File: src/rtl/led_driver.sv
// LED pattern driver: debounced push buttons select one of four animated
// patterns; a register write overrides the display with a fixed value.
module led_driver #(
   parameter int TICK_DIV   = 10000000,
   parameter int DEB_CYCLES = 1000000
) (
   input  logic       Clk,
   input  logic       rst_n,
   input  logic [3:0] Switch,
   input  logic       reg_cs,
   input  logic       reg_wr,
   input  logic [7:0] reg_wdata,
   output logic [7:0] reg_rdata,
   output logic [7:0] LED
);

   localparam int TW = $clog2(TICK_DIV);
   localparam int DW = $clog2(DEB_CYCLES + 1);
   localparam logic [TW-1:0] TICK_LAST = TW'(TICK_DIV - 1);
   localparam logic [DW-1:0] DEB_LAST  = DW'(DEB_CYCLES - 1);

   typedef enum logic [1:0] {
      MODE_COUNT  = 2'd0,
      MODE_ROTATE = 2'd1,
      MODE_BOUNCE = 2'd2,
      MODE_BLINK  = 2'd3
   } mode_t;

   function automatic logic [7:0] pattern_init(input mode_t m);
      case (m)
         MODE_COUNT:  pattern_init = 8'h00;
         MODE_ROTATE: pattern_init = 8'h01;
         MODE_BOUNCE: pattern_init = 8'h01;
         default:     pattern_init = 8'hFF;
      endcase
   endfunction

   // Button input path; levels kept in switch polarity (1 = released)
   logic [3:0]          sync_a;
   logic [3:0]          sync_b;
   logic [3:0]          deb_lvl;
   logic [3:0]          press;
   logic [3:0][DW-1:0]  deb_cnt;

   always_ff @(posedge Clk or negedge rst_n) begin
      if (!rst_n) begin
         sync_a  <= 4'hF;
         sync_b  <= 4'hF;
         deb_lvl <= 4'hF;
         press   <= 4'h0;
         deb_cnt <= '0;
      end else begin
         sync_a <= Switch;
         sync_b <= sync_a;
         for (int i = 0; i < 4; i++) begin
            press[i] <= 1'b0;
            if (sync_b[i] == deb_lvl[i]) begin
               deb_cnt[i] <= '0;
            end else if (deb_cnt[i] == DEB_LAST) begin
               deb_cnt[i] <= '0;
               deb_lvl[i] <= sync_b[i];
               press[i]   <= ~sync_b[i];
            end else begin
               deb_cnt[i] <= deb_cnt[i] + 1'b1;
            end
         end
      end
   end

   logic       press_hit;
   logic [1:0] press_idx;

   // Descending scan so the lowest pressed index is the one kept
   always_comb begin
      press_hit = 1'b0;
      press_idx = 2'd0;
      for (int i = 3; i >= 0; i--) begin
         if (press[i]) begin
            press_hit = 1'b1;
            press_idx = 2'(i);
         end
      end
   end

   mode_t         mode, mode_next;
   logic [7:0]    pattern, pattern_next;
   logic          dir_up, dir_up_next;
   logic [TW-1:0] tick_cnt, tick_cnt_next;
   logic          manual, manual_next;
   logic [7:0]    led_reg, led_reg_next;
   logic          tick;
   logic          wr_en;

   assign tick  = (tick_cnt == TICK_LAST);
   assign wr_en = reg_cs & reg_wr;

   always_ff @(posedge Clk or negedge rst_n) begin
      if (!rst_n) begin
         mode     <= MODE_COUNT;
         pattern  <= 8'h00;
         dir_up   <= 1'b1;
         tick_cnt <= '0;
         manual   <= 1'b0;
         led_reg  <= 8'h00;
         LED      <= 8'h00;
      end else begin
         mode     <= mode_next;
         pattern  <= pattern_next;
         dir_up   <= dir_up_next;
         tick_cnt <= tick_cnt_next;
         manual   <= manual_next;
         led_reg  <= led_reg_next;
         LED      <= manual ? led_reg : pattern;
      end
   end

   always_comb begin
      mode_next     = mode;
      pattern_next  = pattern;
      dir_up_next   = dir_up;
      tick_cnt_next = tick_cnt + 1'b1;
      manual_next   = manual;
      led_reg_next  = led_reg;

      if (tick) begin
         tick_cnt_next = '0;
         case (mode)
            MODE_COUNT:  pattern_next = pattern + 8'd1;
            MODE_ROTATE: pattern_next = {pattern[6:0], pattern[7]};
            MODE_BOUNCE: begin
               if (dir_up) begin
                  if (pattern[7]) begin
                     pattern_next = 8'h40;
                     dir_up_next  = 1'b0;
                  end else begin
                     pattern_next = pattern << 1;
                  end
               end else begin
                  if (pattern[0]) begin
                     pattern_next = 8'h02;
                     dir_up_next  = 1'b1;
                  end else begin
                     pattern_next = pattern >> 1;
                  end
               end
            end
            default:     pattern_next = ~pattern;
         endcase
      end

      if (press_hit) begin
         mode_next     = mode_t'(press_idx);
         pattern_next  = pattern_init(mode_t'(press_idx));
         dir_up_next   = 1'b1;
         tick_cnt_next = '0;
         manual_next   = 1'b0;
      end

      // A write overrides the manual-flag clear of a simultaneous press
      if (wr_en) begin
         led_reg_next = reg_wdata;
         manual_next  = 1'b1;
      end
   end

   assign reg_rdata = {manual, 1'b0, mode, ~deb_lvl};

endmodule

File: config.mk
export PLATFORM = sky130hd
export DESIGN_NAME = led_driver
export DESIGN_NICKNAME = d
export VERILOG_FILES = /design/src/rtl/led_driver.sv
export SDC_FILE = /design/constraint.sdc
export NUM_CORES = 1
export LEC_CHECK = 0
export BUFFER_PORTS_ARGS = -buffer_cell sky130_fd_sc_hd__buf_2
export CAP_MARGIN = 0
export CORE_ASPECT_RATIO = 0.8
export CORE_MARGIN = 2
export CORE_UTILIZATION = 35
export CTS_BUF_LIST = sky130_fd_sc_hd__clkbuf_4 sky130_fd_sc_hd__clkbuf_8
export DETAILED_ROUTE_END_ITERATION = 16
export PLACE_DENSITY = 0.57
export SETUP_SLACK_MARGIN = 0.15
export SYNTH_ARGS = -nofsm -noshare
export SYNTH_HDL_FRONTEND = slang
export SYNTH_SLANG_ARGS = --single-unit
File: constraint.sdc
create_clock -name Clk -period 4.1 [get_ports Clk]
set_input_delay 0.615 -clock Clk [delete_from_list [all_inputs] [get_ports Clk]]
set_output_delay 0.615 -clock Clk [all_outputs]
set_load 0.005 [all_outputs]
==> results of run 1 <==
cell type report:
class                      instances  share of cell area, %
inverter                          18                  0.856
tap                              264                   4.19
sequential                       148                   47.1
clock inverter                    14                   2.55
multi-input combinational        507                   40.0
clock buffer                      18                   3.14
timing repair buffer              32                   2.17
synth_stat cells (2+ instances only):
library cell | number | area [µm²]
a21oi_1 | 17 | 85.1
a221oi_1 | 2 | 17.5
a31oi_1 | 2 | 12.5
a32oi_1 | 3 | 26.3
and2_1 | 4 | 25.0
and3_1 | 29 | 181
and4_1 | 11 | 96.3
and4b_1 | 2 | 20.0
buf_1 | 2 | 7.51
buf_2 | 3 | 15.0
buf_4 | 3 | 22.5
buf_6 | 3 | 33.8
clkbuf_1 | 11 | 41.3
dfrtp_1 | 135 | 3380
dfstp_2 | 13 | 342
ha_1 | 7 | 87.6
inv_1 | 18 | 67.6
mux2_2 | 18 | 203
mux2i_1 | 2 | 20.0
nand2_1 | 51 | 191
nand2b_1 | 4 | 25.0
nand3_1 | 33 | 165
nand4_1 | 31 | 194
nor2_1 | 118 | 443
nor2b_1 | 2 | 12.5
nor3_1 | 21 | 105
nor4_1 | 9 | 56.3
nor4b_1 | 4 | 35.0
nor4bb_1 | 3 | 30.0
o211ai_1 | 2 | 15.0
o21ai_0 | 11 | 55.1
o221a_2 | 2 | 22.5
o32ai_1 | 2 | 17.5
or2_2 | 3 | 18.8
or4_1 | 2 | 15.0
xnor2_1 | 31 | 272
xor2_1 | 68 | 596
path summary, 6_finish.rpt:
path | cells after the start | slack (ps) | from | endpoint
worst max-delay path | 5 | 1590 | tick_cnt[11] | pattern[1]
worst min-delay path | 1 | 250 | Switch[2] | sync_a[2]
worst max register to register | 5 | 1590 | tick_cnt[11] | pattern[1]
worst min register to register | 0 | 360 | sync_a[3] | sync_b[3]
max in group asynchronous | 2 | 2910 | rst_n | sync_b[0]
min in group asynchronous | 1 | 280 | rst_n | deb_cnt[30]
report_power, final:
group          total (µW)  switching [µW]  internal, µW
Sequential           1520            20.7          1500
Clock                1270             583           686
Combinational         104            63.2          41.2
metrics by stage:
| stage | power (µW) | util, % | area, µm² | instances | setup WS (ps) |
|---|---|---|---|---|---|
| 3_3_place_gp | 1660 | 37.6 | 7440 | 969 | 1590 |
| 5_1_grt | 3030 | 39.9 | 7890 | 1001 | 1400 |
| 4_1_cts | 2940 | 39.9 | 7890 | 1001 | 1570 |
| 3_5_place_dp | 1660 | 37.6 | 7440 | 969 | 1570 |
| 2_1_floorplan | 1590 | - | 7060 | 695 | 2180 |
| 6_report | 2890 | 39.9 | 7890 | 1001 | 1590 |
cells by family after synthesis:
family | count (synthesis) | share of synthesized area, %
DFF | 148 | 52.7
other | 1 | 0.0531
buffers and inverters | 40 | 2.66
xor gates and xnor gates | 99 | 12.3
and+or+nand+nor | 330 | 23.3
AOI/OAI and AO/OA | 50 | 4.64
adders and majority gates | 7 | 1.24
muxes | 20 | 3.15
metal layers:
layer | track usage, % | routed length, µm
met1 | 20.8 | 7170
met4 | 3.80 | 142
met5 | 0 | 0
met3 | 4.31 | 770
met2 | 19.7 | 5560
==> metrics, run 1 <==
result of the run=finished, final reports clean; sort of element at the end of the critical path=register; biggest cell delay along the critical path=520 ps; area of the mapped netlist=0.00706 mm²; max-cap check violation count=0; register area=0.00372 mm²; registers with the highest flip-flop counts=deb_cnt: 80 flops, tick_cnt: 24 flops; total of warnings raised by yosys=0; largest reg by FF count=deb_cnt; clock slew at reported path FFs=90 ps; Routability Congestion=0.796; unrepaired setup endpoints after global routing=false; Die X-Extent=163 µm; clk_skew=8.28 ps; average wire per standard cell=13.6 µm; number of buffers inserted to repair setup after CTS=0; DP HPWL=9000 µm; cts bufs inserted=17; worst hold margin=251 ps; Post-CTS Hold Buffers=0; FFs w/ async S/R, synth=100%; Top delay family on crit path=simple AND/OR/NAND/NOR gates; placeable core region=0.0198 mm²; count of endpoints failing hold in the final timing report=0; fmax=399 MHz; slowest stage cell on the critical path=or4_1; max reg flops=80; worst min path class=input port to register; number of remaining DRC errors=0; total of fill cells in the finished design=1937; power density over cell area=366 mW/mm²; Setup violations, final=0; cts repair resizes=0; antenna violations before repair=0; clock sinks=148; arrival time reported for the critical path endpoint=2850 ps; Via density=4.88; ant diodes=0; category of the most critical setup path=register to register; total grt overflow=0; vias in the first global route=4736; primary flip-flop cell chosen by synthesis mapping=dfrtp_1; portion of the clock cycle consumed by the worst path in the final layout=61.2%; drt initial violations=359; vias=4884; Port-buffer cells=30; Seq/Total Area, Yosys=52.7%; critical path peak fanout=29; CTS Buffer Depth=2; number of synthesized register bits=148; nets@finish=747; number of detailed-route iterations in the first pass=5; Max VDD drop=0.147 mV; GR Util All Layers=14.0%; synthesis-to-layout area growth=11.8%; CP Cell Sequence=or4_1, nor4_1, and4_1, or2b_2, mux2_2; worst slew slack as a fraction of its limit=33.5%; clock latency of the later-clocked register in the worst-skew pair=450 ps; top library cells by usage in the layout, fill and taps aside=dfrtp_1, nor2_1, xor2_1, nand2_1, nand3_1; Initial Util=35.7%; clock tree from TritonCTS=yes; first-pass GRT wire length=23700 µm; share of final-layout standard cells stronger than drive strength 1=13.8%; number of flops mapped to enable cells by yosys=0; Total Neg Setup Slack=0 ps; number of cells produced by synthesis=695; DRT antenna net count=0; leakage=0.00350 µW; I/O pin count=32; buffers plus inverters on the worst setup path=0; maximum number of pins on one net before global-route repair=111; actual transition at the worst max-transition pin=997 ps; time the final worst path needs with I/O delays and setup=2510 ps; maximum level of the CTS H-tree=4; Final Max Tran Viols=0; root cell of the clock tree=clkbuf_8; distinct cell type count after synthesis=50; critical path launch point type=register; most common cell after layout, fill and taps aside=dfrtp_1; floorplan die height=131 µm; area used by multi-input combinational logic=0.00315 mm²; worst endpoint required time=4450 ps; area of the die=0.0213 mm²; Std-Cell Rows=46; average cell area after synthesis=10.2 µm²; number of nets produced by synthesis=718; Post-Route WL=13700 µm
(Power assumes the default switching activity.)
==> run 2, diff against run 1 <==
clock period = 2.4 ns   (was 4.1 ns; I/O delays follow)
==> metrics, run 2 (same netlist as run 1, synthesis figures left out) <==
floorplan die height=131 µm (unchanged); unrepaired setup endpoints after global routing=false (unchanged); Reg2Reg Launch Point=tick_cnt[13] (was tick_cnt[11]); clock sinks=148 (unchanged); registers with the highest flip-flop counts=deb_cnt: 80 flops, tick_cnt: 24 flops (unchanged); most congested layer reported by global routing=met1 (unchanged); clock latency of the later-clocked register in the worst-skew pair=440 ps (was 450 ps); ant diodes=0 (unchanged); total grt overflow=0 (unchanged); antenna violations before repair=0 (unchanged); clock slew at reported path FFs=80 ps (was 90 ps); worst endpoint required time=2720 ps (was 4450 ps); count of endpoints failing hold in the final timing report=0 (unchanged); maximum level of the CTS H-tree=4 (unchanged); I/O pin count=32 (unchanged); buffers plus inverters on the worst setup path=1 (was 0); vias in the first global route=4784 (was 4736); drt initial violations=337 (was 359); synthesis-to-layout area growth=14.6% (was 11.8%); Die X-Extent=163 µm (unchanged); portion of the clock cycle consumed by the worst path in the final layout=87.0% (was 61.2%); Final Max Tran Viols=0 (unchanged); Total Neg Setup Slack=0 ps (unchanged); power density over cell area=585 mW/mm² (was 366 mW/mm²); total of fill cells in the finished design=1972 (was 1937); number of remaining DRC errors=0 (unchanged); slack of the worst reg-to-reg path=310 ps (was 1590 ps); maximum number of pins on one net before global-route repair=66 (was 111); Setup violations, final=0 (unchanged); cell depth of the worst hold path=2 (was 1); actual transition at the worst max-transition pin=663 ps (was 997 ps); most common cell after layout, fill and taps aside=dfrtp_1 (unchanged); category of the most critical setup path=register to register (unchanged); critical path launch point type=register (unchanged); Top delay family on crit path=simple AND/OR/NAND/NOR gates (unchanged); cts bufs inserted=17 (unchanged); result of the run=finished, final reports clean (unchanged); fmax=479 MHz (was 399 MHz); Port-buffer cells=30 (unchanged); Non-Filler Instances=1026 (was 1001); CTS Buffer Depth=2 (unchanged); sink of the worst hold path=led_reg[4] (was sync_a[2]); worst reg2reg path endpoint=tick_cnt[20] (was pattern[1]); max-cap check violation count=0 (unchanged); clock tree from TritonCTS=yes (unchanged); Routability Congestion=0.761 (was 0.796); critical path peak fanout=23 (was 29); vias=4987 (was 4884); GR Util met3=3.99% (was 4.31%); DRT antenna net count=0 (unchanged); Via density=4.86 (was 4.88); GR Layer Usage met2=19.3% (was 19.7%); arrival time reported for the critical path endpoint=2410 ps (was 2850 ps); nets@finish=772 (was 747); area of the die=0.0213 mm² (unchanged); root cell of the clock tree=clkbuf_8 (unchanged); worst min path class=input port to register (unchanged); time the final worst path needs with I/O delays and setup=2090 ps (was 2510 ps); CP Cell Sequence=or4_1, nor4_1, and4_1, or2b_2, buf_4, nor2_1 (was or4_1, nor4_1, and4_1, or2b_2, mux2_2); Std-Cell Rows=46 (unchanged); GR Util All Layers=14.0% (about the same); DP HPWL=9480 µm (was 9000 µm); slowest stage cell on the critical path=or4_1 (unchanged); worst slew slack as a fraction of its limit=55.5% (was 33.5%); met1 track utilization from global routing=21.2% (was 20.8%); Reg2Reg Depth=6 (was 5); average wire per standard cell=13.5 µm (was 13.6 µm); biggest cell delay along the critical path=530 ps (was 520 ps); startpoint of the worst hold path=reg_wdata[4] (was Switch[2]); leakage=0.00363 µW (was 0.00350 µW); largest reg by FF count=deb_cnt (unchanged); clk_skew=9.80 ps (was 8.28 ps); Max VDD drop=0.279 mV (was 0.147 mV); number of detailed-route iterations in the first pass=4 (was 5); placeable core region=0.0198 mm² (unchanged); share of final-layout standard cells stronger than drive strength 1=16.0% (was 13.8%); first-pass GRT wire length=23900 µm (was 23700 µm); number of placed instances, taps included=989 (was 969); Initial Util=35.7% (unchanged); max reg flops=80 (unchanged); Post-Route WL=13900 µm (was 13700 µm); top library cells by usage in the layout, fill and taps aside=dfrtp_1, nor2_1, xor2_1, nand2_1, nand3_1 (unchanged); sort of element at the end of the critical path=register (unchanged)
[run 2: cell types whose count changed in the layout (fill, tap and decap cells not counted)]
cell,previous run,this run
buf_4,2,18
dlygate4sd3_1,0,5
buf_12,0,4
clkbuf_4,0,4
clkinv_2,1,4
clkinv_4,5,2
bufinv_16,4,2
inv_6,2,0
clkbuf_8,18,19
clkinvlp_4,2,1
[run 2: stage by stage]
| stage | utilization [%] | hold WS, ps | power [µW] | cell area (µm²) | setup WS [ps] |
|---|---|---|---|---|---|
| floorplan | - | 64.4 | 2720 | 7060 | 476 |
| global placement | 38.6 | 346 | 2850 | 7640 | 387 |
| detailed placement | 38.6 | 347 | 2850 | 7640 | 344 |
| CTS | 40.9 | 114 | 4820 | 8090 | 322 |
| global route | 40.9 | 112 | 4960 | 8090 | 158 |
| finish | 40.9 | 148 | 4730 | 8090 | 312 |
[run 2: worst max path at each step]
stage | start | end | slack, ps | cells after the start
floorplan | tick_cnt[13] | pattern[1] | 480 | 6
global placement | tick_cnt[11] | tick_cnt[2] | 390 | 6
detailed placement | tick_cnt[11] | tick_cnt[13] | 340 | 6
CTS | tick_cnt[13] | tick_cnt[20] | 320 | 6
global route | tick_cnt[13] | tick_cnt[19] | 160 | 6
finish | tick_cnt[13] | tick_cnt[20] | 310 | 6
[run 2: final cells by class]
type                    instances  area, µm²  share of cell area, %
flip-flops and latches        148       3720                   46.0
clock inverters                 9        105                   1.30
repair buffers                 57        422                   5.21
well taps                     264        330                   4.08
inverters                      18       67.6                  0.835
multi-input cells             507       3150                   39.0
clock buffers                  23        292                   3.60
[run 2: per-layer routing]
layer	part of all wire, %	vias to the layer above
li1	-	2504
met5	0	-
met2	40	81
met3	4.2	11
met4	1.0	0
met1	55	2391
[run 2: what timing repair did]
action,CTS,global route
endpoints found under the hold margin,61,0
resized for setup,0,0
hold buffers,5,0
buffers inserted,0,0
[run 2: power by group]
group	switching [µW]	total [µW]	leakage (µW)	internal, µW
Combinational	113	205	0.00146	91.5
Clock	909	1930	0.000207	1020
Sequential	34.2	2590	0.00196	2560
Total	1060	4730	0.00363	3670
